<file path="src/rtl/ysyx_040066_store_align.sv">
// Store aligner: places store data in the right byte lanes of a 64-bit bus word,
// builds the byte mask and runs a single-outstanding req/ack write with timeout.
module ysyx_040066_store_align #(
    parameter int unsigned TIMEOUT = 255
) (
    input  logic        clk,
    input  logic        rst_n,
    input  logic        valid_in,
    input  logic        MemWr_in,
    input  logic [2:0]  MemOp_in,
    input  logic [63:0] addr_in,
    input  logic [63:0] data_in,
    input  logic        flush,
    output logic        mem_req,
    output logic [63:0] mem_addr,
    output logic [63:0] mem_wdata,
    output logic [7:0]  mem_wmask,
    input  logic        mem_ack,
    input  logic        mem_err,
    output logic        block_out,
    output logic        done,
    output logic        error_out
);

    localparam int unsigned CNT_W = (TIMEOUT < 2) ? 1 : $clog2(TIMEOUT + 1);

    typedef enum logic [1:0] {
        ST_IDLE = 2'd0,
        ST_BUSY = 2'd1,
        ST_DONE = 2'd2
    } state_e;

    state_e             state_q, state_d;
    logic [CNT_W-1:0]   cnt_q, cnt_d;
    logic               err_q, err_d;
    logic               mem_req_q, mem_req_d;
    logic               block_q, block_d;
    logic               done_q, done_d;
    logic               error_out_q, error_out_d;
    logic [63:0]        mem_addr_q, mem_addr_d;
    logic [63:0]        mem_wdata_q, mem_wdata_d;
    logic [7:0]         mem_wmask_q, mem_wmask_d;

    logic [2:0]         lane;
    logic [63:0]        lane_wdata;
    logic [7:0]         lane_wmask;
    logic               accept;

    // Lane placement; offsets below the access size are truncated, matching the load path.
    always_comb begin
        lane       = addr_in[2:0];
        lane_wdata = 64'h0;
        lane_wmask = 8'h00;
        unique case (MemOp_in[1:0])
            2'b00: begin
                lane_wdata = 64'(data_in[7:0]) << {lane, 3'b000};
                lane_wmask = 8'h01 << lane;
            end
            2'b01: begin
                lane_wdata = 64'(data_in[15:0]) << {lane[2:1], 4'b0000};
                lane_wmask = 8'h03 << {lane[2:1], 1'b0};
            end
            2'b10: begin
                lane_wdata = 64'(data_in[31:0]) << {lane[2], 5'b00000};
                lane_wmask = 8'h0F << {lane[2], 2'b00};
            end
            default: begin
                lane_wdata = data_in;
                lane_wmask = 8'hFF;
            end
        endcase
    end

    // Next state and registered-output values.
    always_comb begin
        state_d     = state_q;
        cnt_d       = cnt_q;
        err_d       = err_q;
        mem_addr_d  = mem_addr_q;
        mem_wdata_d = mem_wdata_q;
        mem_wmask_d = mem_wmask_q;
        accept      = valid_in & MemWr_in & ~flush;

        unique case (state_q)
            ST_IDLE, ST_DONE: begin
                if (accept) begin
                    state_d     = ST_BUSY;
                    cnt_d       = '0;
                    err_d       = 1'b0;
                    mem_addr_d  = {addr_in[63:3], 3'b000};
                    mem_wdata_d = lane_wdata;
                    mem_wmask_d = lane_wmask;
                end else begin
                    state_d = ST_IDLE;
                end
            end
            ST_BUSY: begin
                if (mem_ack) begin
                    state_d = ST_DONE;
                    err_d   = mem_err;
                end else begin
                    cnt_d = cnt_q + CNT_W'(1);
                    if ((TIMEOUT != 0) && (cnt_d == CNT_W'(TIMEOUT))) begin
                        state_d = ST_DONE;
                        err_d   = 1'b1;
                    end
                end
            end
            default: state_d = ST_IDLE;
        endcase

        mem_req_d   = (state_d == ST_BUSY);
        block_d     = (state_d == ST_BUSY);
        done_d      = (state_d == ST_DONE);
        error_out_d = (state_d == ST_DONE) & err_d;
    end

    always_ff @(posedge clk or negedge rst_n) begin
        if (!rst_n) begin
            state_q     <= ST_IDLE;
            cnt_q       <= '0;
            err_q       <= 1'b0;
            mem_req_q   <= 1'b0;
            block_q     <= 1'b0;
            done_q      <= 1'b0;
            error_out_q <= 1'b0;
            mem_addr_q  <= 64'h0;
            mem_wdata_q <= 64'h0;
            mem_wmask_q <= 8'h00;
        end else begin
            state_q     <= state_d;
            cnt_q       <= cnt_d;
            err_q       <= err_d;
            mem_req_q   <= mem_req_d;
            block_q     <= block_d;
            done_q      <= done_d;
            error_out_q <= error_out_d;
            mem_addr_q  <= mem_addr_d;
            mem_wdata_q <= mem_wdata_d;
            mem_wmask_q <= mem_wmask_d;
        end
    end

    assign mem_req   = mem_req_q;
    assign block_out = block_q;
    assign done      = done_q;
    assign error_out = error_out_q;
    assign mem_addr  = mem_addr_q;
    assign mem_wdata = mem_wdata_q;
    assign mem_wmask = mem_wmask_q;

endmodule

</file>
<file path="config.mk">
export PLATFORM = sky130hd
export DESIGN_NAME = ysyx_040066_store_align
export DESIGN_NICKNAME = d
export VERILOG_FILES = /design/src/rtl/ysyx_040066_store_align.sv
export SDC_FILE = /design/constraint.sdc
export NUM_CORES = 1
export LEC_CHECK = 0
export ABC_CLOCK_PERIOD_IN_PS = 4059
export CAP_MARGIN = 40
export CORE_MARGIN = 10
export CORE_UTILIZATION = 40
export DETAILED_ROUTE_END_ITERATION = 12
export PLACE_DENSITY = 0.8
export SLEW_MARGIN = 20
export SYNTH_ARGS = -nofsm -noshare
export SYNTH_HDL_FRONTEND = slang
export SYNTH_SLANG_ARGS = --single-unit
</file>
<file path="constraint.sdc">
create_clock -name clk -period 4.06 [get_ports clk]
set_input_delay 0.609 -clock clk [delete_from_list [all_inputs] [get_ports clk]]
set_output_delay 0.609 -clock clk [all_outputs]
set_load 0.02 [all_outputs]
</file>
==> impl_results.md, run 1 <==
- Run status: completed
- CTS buffer count: 17
- Largest cells by area after synthesis: dfrtp_1 (56%), nand2_1 (13%), nor2_1 (4.5%)
- Post-synth ARST share: 1.00
- Top cells by count, synth: nand2_1 (230), dfrtp_1 (146), nor2_1 (78)
- Final worst setup slack: 1.60 ns
- Worst r2r dst: mem_wdata[21]$_DFFE_PN0P_
- RSZ-0062 raised after global routing: false
- Met1 wire length: 10.1 mm
- Clk_skew: 0.00789 ns
- Max_cap viols: 0
- DR vias/cell: 5.29
- Cell Area, Synth: 0.00652 mm²
- Met2 WL: 11.2 mm
- Crit share post-route: 0.607
- Worst slew pin tran: 0.690 ns
- Worst EP required: 4.41 ns
- CTS tree: done
- PwrDens: 519 mW/mm²
- Pre-CTS setup slack: 1.05 ns
- Longest Clk Path Bufs: 2
- Area share of the largest cell type after synthesis: 0.560
- Slew margin rel.: 0.539
- DRC errors left: 0
- Leak: 4.42 nW
- Post-DRT Antenna Nets: 0
- Slew Limit Fails: 0
- Number of synthesized register bits: 146
- R2R Setup Slk: 1.94 ns
- Most common cell in the netlist: nand2_1
- Final hold violation count: 0
- Hold_ws: 0.0183 ns
- # IOs: 278
- Nets: 1084
- Clk root buf: clkbuf_16
- Initial antenna violation count: 2
- Cts hold-fix bufs: 0
- GRT Resource Usage Total: 0.217
- Initial core utilization: 0.409
- Critical-path maximum fanout: 98
- 1st-iter DRT viols: 457
- Clk sink count: 146
- Largest net degree at the start of global routing: 99
- Slowest cell on crit path: clkdlybuf4s50_1
- WL per Instance: 20.6 µm
- HP Class: in2async
- Area leader, netlist: dfrtp_1
- Final TNS setup: 0 ns
- Worst path max stage delay: 0.56 ns
- Crit path launch type: input pin
- Finish-stage setup viols: 0
- Met3 wire len: 2.14 mm
- Core Util, Final: 0.630
- Peak Freq: 406 MHz
- Clock Pin Slew Worst Setup and Hold Paths: 0.06 ns
- Syn Area/Cell: 9.33 µm²
- Top Layer Used: met4
- First-pass GRT wire length: 37.1 mm
- Maximum VDD drop: 270 µV
- Number of H-tree levels: 4
- Die Y: 148 µm
- WL final: 24.2 mm
- Sequential share of the synthesized area: 0.560
- Vias in the first global route: 6270
- EDFF count, synth: 0
- Most Frequent Cell on Critical Path: nor2_1
- Worst-skew pair later-pin latency: 0.42 ns
- Cells after Synth: 699
- Pre-antenna DRT Iters: 9
- # fillers: 1312
- Overflow after GRT: 0
- Die Area: 0.0218 mm²
- Via count: 6217
- Ratio of cells with drive above 1 in the final layout: 0.0637
- Ys flop type: dfrtp_1
- Area grow syn2layout: 54.1%
- Number of I/O port buffers: 273
- Post-CTS Resized: 0
- Period minus WS final: 2.46 ns
- Crit path DAT: 2.82 ns
- Crit Path Class: in2reg
- Cell row count: 46
- Critical-path cell list: clkdlybuf4s50_1, nor4bb_4, buf_12, buf_4, nor2_1, nor2_1
- Warnings from Yosys: 0
- Synth cell types: 56
- Die W: 148 µm
- Core Box Area: 0.0159 mm²
- Worst R2R Path Depth: 5
- Post-CTS Setup Bufs: 0
- Worst Setup End Kind: flop
- Gpl congestion: 0.821
- Worst R2R Start: state_q[0]$_DFF_PN0_
- Hpwl dp: 17.5 mm
## state kept, by name, summed over array words and instances, names as in the netlist
signal and count:
mem_wmask 8, mem_addr 61, mem_wdata 64, done 1, block_out 1, state_q 2, error_out 1, cnt_q 8
## critical path: cells and delay by family
family | cells | cell delay (ns)
buffers and inverters | 3 | 1.41
AND/OR/NAND/NOR | 3 | 0.69
## placed cells by master (no fill, tap or decap), types with 5 or more instances in the layout
master	Yosys	routed
nor3_1	19	19
a221oi_1	32	32
a31oi_1	16	16
a222oi_1	16	16
nor2_1	78	78
a22oi_1	8	8
clkbuf_16	0	17
o21ai_1	11	11
clkdlybuf4s50_1	0	272
o21ai_0	13	13
buf_4	6	7
nand2_1	230	230
a22o_1	8	8
bufinv_16	0	5
dfrtp_1	146	146
## layout make-up
cell class,count,area (µm²),area share
timing repair buffer,285,2870,0.286
tap,216,270,0.0269
clock buffer,17,425,0.0423
antenna,2,5.00,0.000498
inverter,3,11.3,0.00112
clock inverter,15,228,0.0227
multi-input combinational,491,2580,0.257
sequential,146,3650,0.364
## power breakdown
group	switching [mW]	internal, mW
clock	0.650	1.10
combinational	0.829	0.742
sequential	0.158	1.74
## metal layers
metal | global-route usage | vias to the layer above
li1 | - | 2875
met1 | 0.270 | 2991
met2 | 0.337 | 298
met3 | 0.0748 | 53
met4 | 0.0912 | 0
met5 | 0 | -
## stage by stage
step	cells	area (µm²)	power (mW)
floorplan	701	6530	2.60
global placement	1137	9330	3.45
detailed placement	1138	9340	3.49
CTS	1170	9990	5.25
global route	1175	10000	5.45
finish	1175	10000	5.21
## how the worst max path moves through the flow
stage          depth (start not counted)   startpoint                         to
3_3_place_gp                           6   addr_in[2]   mem_wdata[3]$_DFFE_PN0P_
2_1_floorplan                          7  MemOp_in[0]  mem_wdata[10]$_DFFE_PN0P_
6_report                               6     valid_in  mem_wdata[21]$_DFFE_PN0P_
4_1_cts                                6  MemOp_in[0]   mem_wdata[7]$_DFFE_PN0P_
5_1_grt                                7   addr_in[2]  mem_wdata[13]$_DFFE_PN0P_
3_5_place_dp                           6  MemOp_in[0]   mem_wdata[3]$_DFFE_PN0P_
## kinds of logic (layout without fill, tap and decap cells)
kind of cell               count (synthesis)  count (layout)  synth area share
AOI/OAI and AO/OA                        118             118             0.138
xor gates and xnor gates                   5               5           0.00960
adders and majority gates                  2               2           0.00384
buffers and inverters                     64             320            0.0493
DFF                                      146             146             0.560
other                                      1               5          0.000575
and+or+nand+nor                          363             363             0.239
No activity file was read; power rests on OpenSTA's default activity.
==> inputs of run 2 (changes only) <==
Settings changed: ABC_CLOCK_PERIOD_IN_PS 4059 to 2200, CORE_UTILIZATION 40 to 39, PLACE_DENSITY 0.8 to 0.82.
Clock period 4.06 ns to 2.2 ns, I/O delays scaled along.
==> impl_results.md, run 2 (synthesis gave the netlist of run 1 again) <==
- Sw Pwr: 2.96 mW
- Ratio of cells with drive above 1 in the final layout: 0.0733
- Critical-path maximum fanout: 2
- Run status: completed
- Slew margin rel.: 0.578
- WL per Instance: 20.0 µm
- # IOs: 278
- Clock Power Share: 0.300
- Clock Pin Slew Worst Setup and Hold Paths: 0.06 ns
- Placed inst area: 0.00954 mm²
- Cell row count: 47
- Clk sink count: 146
- Peak Freq: 567 MHz
- Via count: 6207
- WL final: 23.8 mm
- First-pass GRT wire length: 36.5 mm
- GRT Resource Usage Total: 0.210
- CTS tree: done
- Switching portion of total power: 0.323
- Crit share post-route: 0.802
- 1st-iter DRT viols: 456
- Critical-path cell list: clkdlybuf4s50_1
- Met1 wire length: 9.39 mm
- Clk root buf: clkbuf_16
- Overflow after GRT: 0
- Top Layer Used: met4
- Clk_skew: 0.00615 ns
- Commonest non-fill, non-tap cell in the layout: clkdlybuf4s50_1
- Hold_ws: 0.437 ns
- Crit path launch type: flop
- DR vias/cell: 5.22
- Slowest cell on crit path: clkdlybuf4s50_1
- Fin cells: 1190
- Longest Clk Path Bufs: 2
- Area grow syn2layout: 55.1%
- # fillers: 1367
- Leak: 4.46 nW
- Post-DRT Antenna Nets: 0
- Final worst setup slack: 0.436 ns
- Worst path max stage delay: 0.67 ns
- Post-CTS Resized: 0
- Commonest cells after routing, fill and taps aside: clkdlybuf4s50_1 (272), nand2_1 (230), dfrtp_1 (146)
- Core Util, Final: 0.614
- Top Family by Delay on Critical Path: buffers and inverters
- Crit path DAT: 1.43 ns
- HP Class: in2reg
- Number of I/O port buffers: 273
- Flop pwr share: 0.382
- Met3 wire len: 2.55 mm
- Die Y: 149 µm
- Worst-skew pair later-pin latency: 0.42 ns
- Pre-antenna DRT Iters: 5
- Final TNS setup: 0 ns
- Dpl cells: 1157
- Nets: 1097
- Maximum VDD drop: 489 µV
- Total Power: 9.17 mW
- RSZ-0062 raised after global routing: false
- DRC errors left: 0
- WP buf/inv: 1
- Worst slew pin tran: 0.629 ns
- Slew Limit Fails: 0
- Crit Path Class: reg2out
- Hpwl dp: 17.8 mm
- Die W: 149 µm
- Die Area: 0.0223 mm²
- Combinational share of power: 0.318
- Final hold violation count: 0
- Gpl congestion: 0.830
- Largest net degree at the start of global routing: 66
- Internal power: 6.21 mW
- Worst Setup End Kind: output port
- Finish-stage setup viols: 0
- Pre-CTS setup slack: 0.0688 ns
- Worst EP required: 1.87 ns
- CTS buffer count: 17
- Number of H-tree levels: 4
- Max reg flops: 64
- Initial antenna violation count: 1
- Design Area, Final: 0.0101 mm²
- Max_cap viols: 0
- PwrDens: 906 mW/mm²
- Initial core utilization: 0.396
- Met2 WL: 11.1 mm
- Vias in the first global route: 6345
- Period minus WS final: 1.76 ns
- Core Box Area: 0.0165 mm²
-- run 2: power groups by stage --
stage / Sequential [mW] / Clock, mW / Combinational (mW)
6_report: 3.50 / 2.75 / 2.91
4_1_cts: 3.50 / 2.81 / 2.95
2_1_floorplan: 4.15 / 0 / 0.649
5_1_grt: 3.56 / 2.94 / 3.12
3_5_place_dp: 3.54 / 0 / 2.94
3_3_place_gp: 3.51 / 0 / 2.90
-- run 2: final timing paths --
kind | start | to | slack [ns] | cells past startpoint
max | mem_wdata[49]$_DFFE_PN0P_ | mem_wdata[49] | 0.44 | 1
min | addr_in[31] | mem_addr[31]$_DFFE_PN0P_ | 0.44 | 3
max reg2reg | state_q[0]$_DFF_PN0_ | mem_wdata[43]$_DFFE_PN0P_ | 0.51 | 5
min reg2reg | mem_addr[21]$_DFFE_PN0P_ | mem_addr[21]$_DFFE_PN0P_ | 0.47 | 2
max in group asynchronous | rst_n | mem_addr[41]$_DFFE_PN0P_ | 1.09 | 3
min in group asynchronous | rst_n | mem_wdata[9]$_DFFE_PN0P_ | 0.45 | 2
-- run 2: tightest hold or removal path: stages --
cell             delay (ns)
clkdlybuf4s50_1        0.40
nand2_1                0.05
nand2_1                0.04
-- run 2: what timing repair did --
item / in CTS / in global routing
hold buffers: 1 / 0
hold endpoints to repair: 55 / 0
setup buffers: 0 / 0
-- run 2: final cells by class --
| class | instances | area (µm²) | share of cell area |
|---|---|---|---|
| Sequential cell | 146 | 3650 | 0.361 |
| Timing Repair Buffer | 298 | 3020 | 0.299 |
| Multi-Input combinational cell | 491 | 2580 | 0.256 |
| Clock buffer | 20 | 457 | 0.0452 |
| Tap cell | 220 | 275 | 0.0272 |
| Clock inverter | 11 | 105 | 0.0104 |
| Inverter | 3 | 11.3 | 0.00111 |
| Antenna cell | 1 | 2.50 | 0.000247 |
-- run 2: per-layer routing --
metal  vias to the layer above  global-route usage
li1                       2899                   -
met1                      2971               0.259
met2                       295               0.324
met3                        42              0.0758
met4                         0              0.0903
met5                         -                   0
==> inputs of run 3 (changes only) <==
Settings changed: ABC_CLOCK_PERIOD_IN_PS 2200 to 1800, CORE_UTILIZATION 39 to 40, PLACE_DENSITY 0.82 to 0.8.
Clock period 2.2 ns to 1.8 ns, I/O delays scaled along.
==> impl_results.md, run 3 (synthesis gave the netlist of run 1 again) <==
- Period minus WS final: 1.72 ns
- Final worst setup slack: 0.0801 ns
- Number of I/O port buffers: 273
- Clock Pin Slew Worst Setup and Hold Paths: 0.06 ns
- Run status: completed
- Area grow syn2layout: 59.8%
- Max_cap viols: 0
- Vias in the first global route: 6459
- Longest Clk Path Bufs: 2
- Worst EP required: 1.53 ns
- Gpl congestion: 0.840
- Worst r2r dst: state_q[0]$_DFF_PN0_
- Clock Power Share: 0.326
- Pre-antenna DRT Iters: 6
- Nets: 1123
- R2R Setup Slk: 0.14 ns
- Switching portion of total power: 0.312
- Via count: 6303
- Worst-skew pair later-pin latency: 0.42 ns
- CTS buffer count: 17
- Register Area: 0.00365 mm²
- Commonest cells after routing, fill and taps aside: clkdlybuf4s50_1 (272), nand2_1 (229), dfrtp_1 (146)
- Ratio of cells with drive above 1 in the final layout: 0.0994
- Clk_skew: 0.00917 ns
- Maximum VDD drop: 672 µV
- Slew margin rel.: 0.574
- Core Box Area: 0.0159 mm²
- Cell row count: 46
- Pre-CTS setup slack: -0.287 ns
- WL per Instance: 20.1 µm
- Crit path DAT: 1.45 ns
- CTS tree: done
- Largest net degree at the start of global routing: 54
- Critical-path cell list: clkdlybuf4s50_1
- Finish-stage setup viols: 0
- Internal power: 8.05 mW
- DR vias/cell: 5.19
- # IOs: 278
- Clk root buf: clkbuf_16
- Multi-input gate area: 0.00259 mm²
- PwrDens: 1120 mW/mm²
- Slowest cell on crit path: clkdlybuf4s50_1
- Die Area: 0.0218 mm²
- WL final: 24.4 mm
- Core Util, Final: 0.653
- # fillers: 1263
- Post-DRT Antenna Nets: 0
- RSZ-0062 raised after global routing: false
- Commonest non-fill, non-tap cell in the layout: clkdlybuf4s50_1
- Worst setup path start: mem_wmask[3]$_DFFE_PN0P_
- Critical-path maximum fanout: 2
- Clk sink count: 146
- Worst Setup End Kind: output port
- WP buf/inv: 1
- Critical path endpoint: mem_wmask[3]
- Die Y: 148 µm
- Worst R2R Start: cnt_q[1]$_DFFE_PN0P_
- Top Family by Delay on Critical Path: buffers and inverters
- Worst slew pin tran: 0.636 ns
- Combinational share of power: 0.308
- Slew Limit Fails: 0
- Cell depth of the worst setup path: 1
- Crit Path Class: reg2out
- Hpwl dp: 18.3 mm
- Crit share post-route: 0.956
- HP Class: in2async
- Number of H-tree levels: 4
- Sw Pwr: 3.65 mW
- Max reg flops: 64
- Final hold violation count: 0
- Leak: 4.63 nW
- Worst R2R Path Depth: 6
- Crit path launch type: flop
- Peak Freq: 581 MHz
- Post-CTS Setup Bufs: 0
- Overflow after GRT: 0
- Worst path max stage delay: 0.68 ns
- 1st-iter DRT viols: 375
- GRT Resource Usage Total: 0.218
- Initial antenna violation count: 2
- DRC errors left: 0
- Flop pwr share: 0.366
- Die W: 148 µm
- First-pass GRT wire length: 37.2 mm
- Initial core utilization: 0.409
-- run 3: cell types whose count changed in the layout (fill, tap and decap cells not counted), sizes merged --
cell,before,now
clkinv,4,3
buf,25,51
inv,5,6
diode,1,2
bufinv,1,4
clkinvlp,4,2
-- run 3: metrics by stage --
| step | hold slack (ns) | power (mW) | cell area, µm² | instances | setup TNS (ns) |
|---|---|---|---|---|---|
| after floorplan | -0.0256 | 5.87 | 6530 | 701 | 0 |
| after global placement | 0.240 | 7.88 | 9770 | 1179 | -18.19 |
| after detailed placement | 0.240 | 7.96 | 9770 | 1179 | -18.26 |
| after CTS | 0.363 | 11.8 | 10400 | 1212 | 0 |
| after global routing | 0.363 | 12.2 | 10400 | 1214 | 0 |
| final | 0.361 | 11.7 | 10400 | 1214 | 0 |
-- run 3: layer usage --
layer  vias to the layer above  global-route usage  part of all wire
li1                       2964                   -                 -
met1                      2976               0.264              0.41
met2                       315               0.342              0.46
met3                        48              0.0766             0.088
met4                         0              0.0991             0.038
met5                         -                   0                 0
-- run 3: worst min-delay path by stage --
stage	startpoint	cells after the start	endpoint	slack (ns)
after global routing	addr_in[21]	3	mem_addr[21]$_DFFE_PN0P_	0.36
final	rst_n	2	cnt_q[6]$_DFFE_PN0P_	0.36
after CTS	addr_in[60]	3	mem_addr[60]$_DFFE_PN0P_	0.36
after detailed placement	rst_n	1	cnt_q[6]$_DFFE_PN0P_	0.24
after floorplan	rst_n	0	block_out$_DFF_PN0_	-0.03
after global placement	rst_n	1	cnt_q[6]$_DFFE_PN0P_	0.24
-- run 3: layout make-up --
| class | count | share of cell area |
|---|---|---|
| Clock inverter | 12 | 0.0169 |
| Antenna cell | 2 | 0.000480 |
| Multi-Input combinational cell | 491 | 0.248 |
| Inverter | 3 | 0.00108 |
| Clock buffer | 20 | 0.0438 |
| Sequential cell | 146 | 0.351 |
| Timing Repair Buffer | 324 | 0.313 |
| Tap cell | 216 | 0.0259 |
-- run 3: power groups by stage --
stage / clock [mW] / sequential [mW] / combinational [mW]
detailed placement: 0 / 4.33 / 3.63
global route: 4.02 / 4.36 / 3.86
CTS: 3.87 / 4.28 / 3.65
finish: 3.82 / 4.28 / 3.60
global placement: 0 / 4.30 / 3.58
floorplan: 0 / 5.07 / 0.793
-- run 3: repair_timing --
item                       CTS  global route
hold endpoints to repair    41             0
setup endpoints to repair    0             3
hold buffers                 1             0
gates resized for setup      0             1
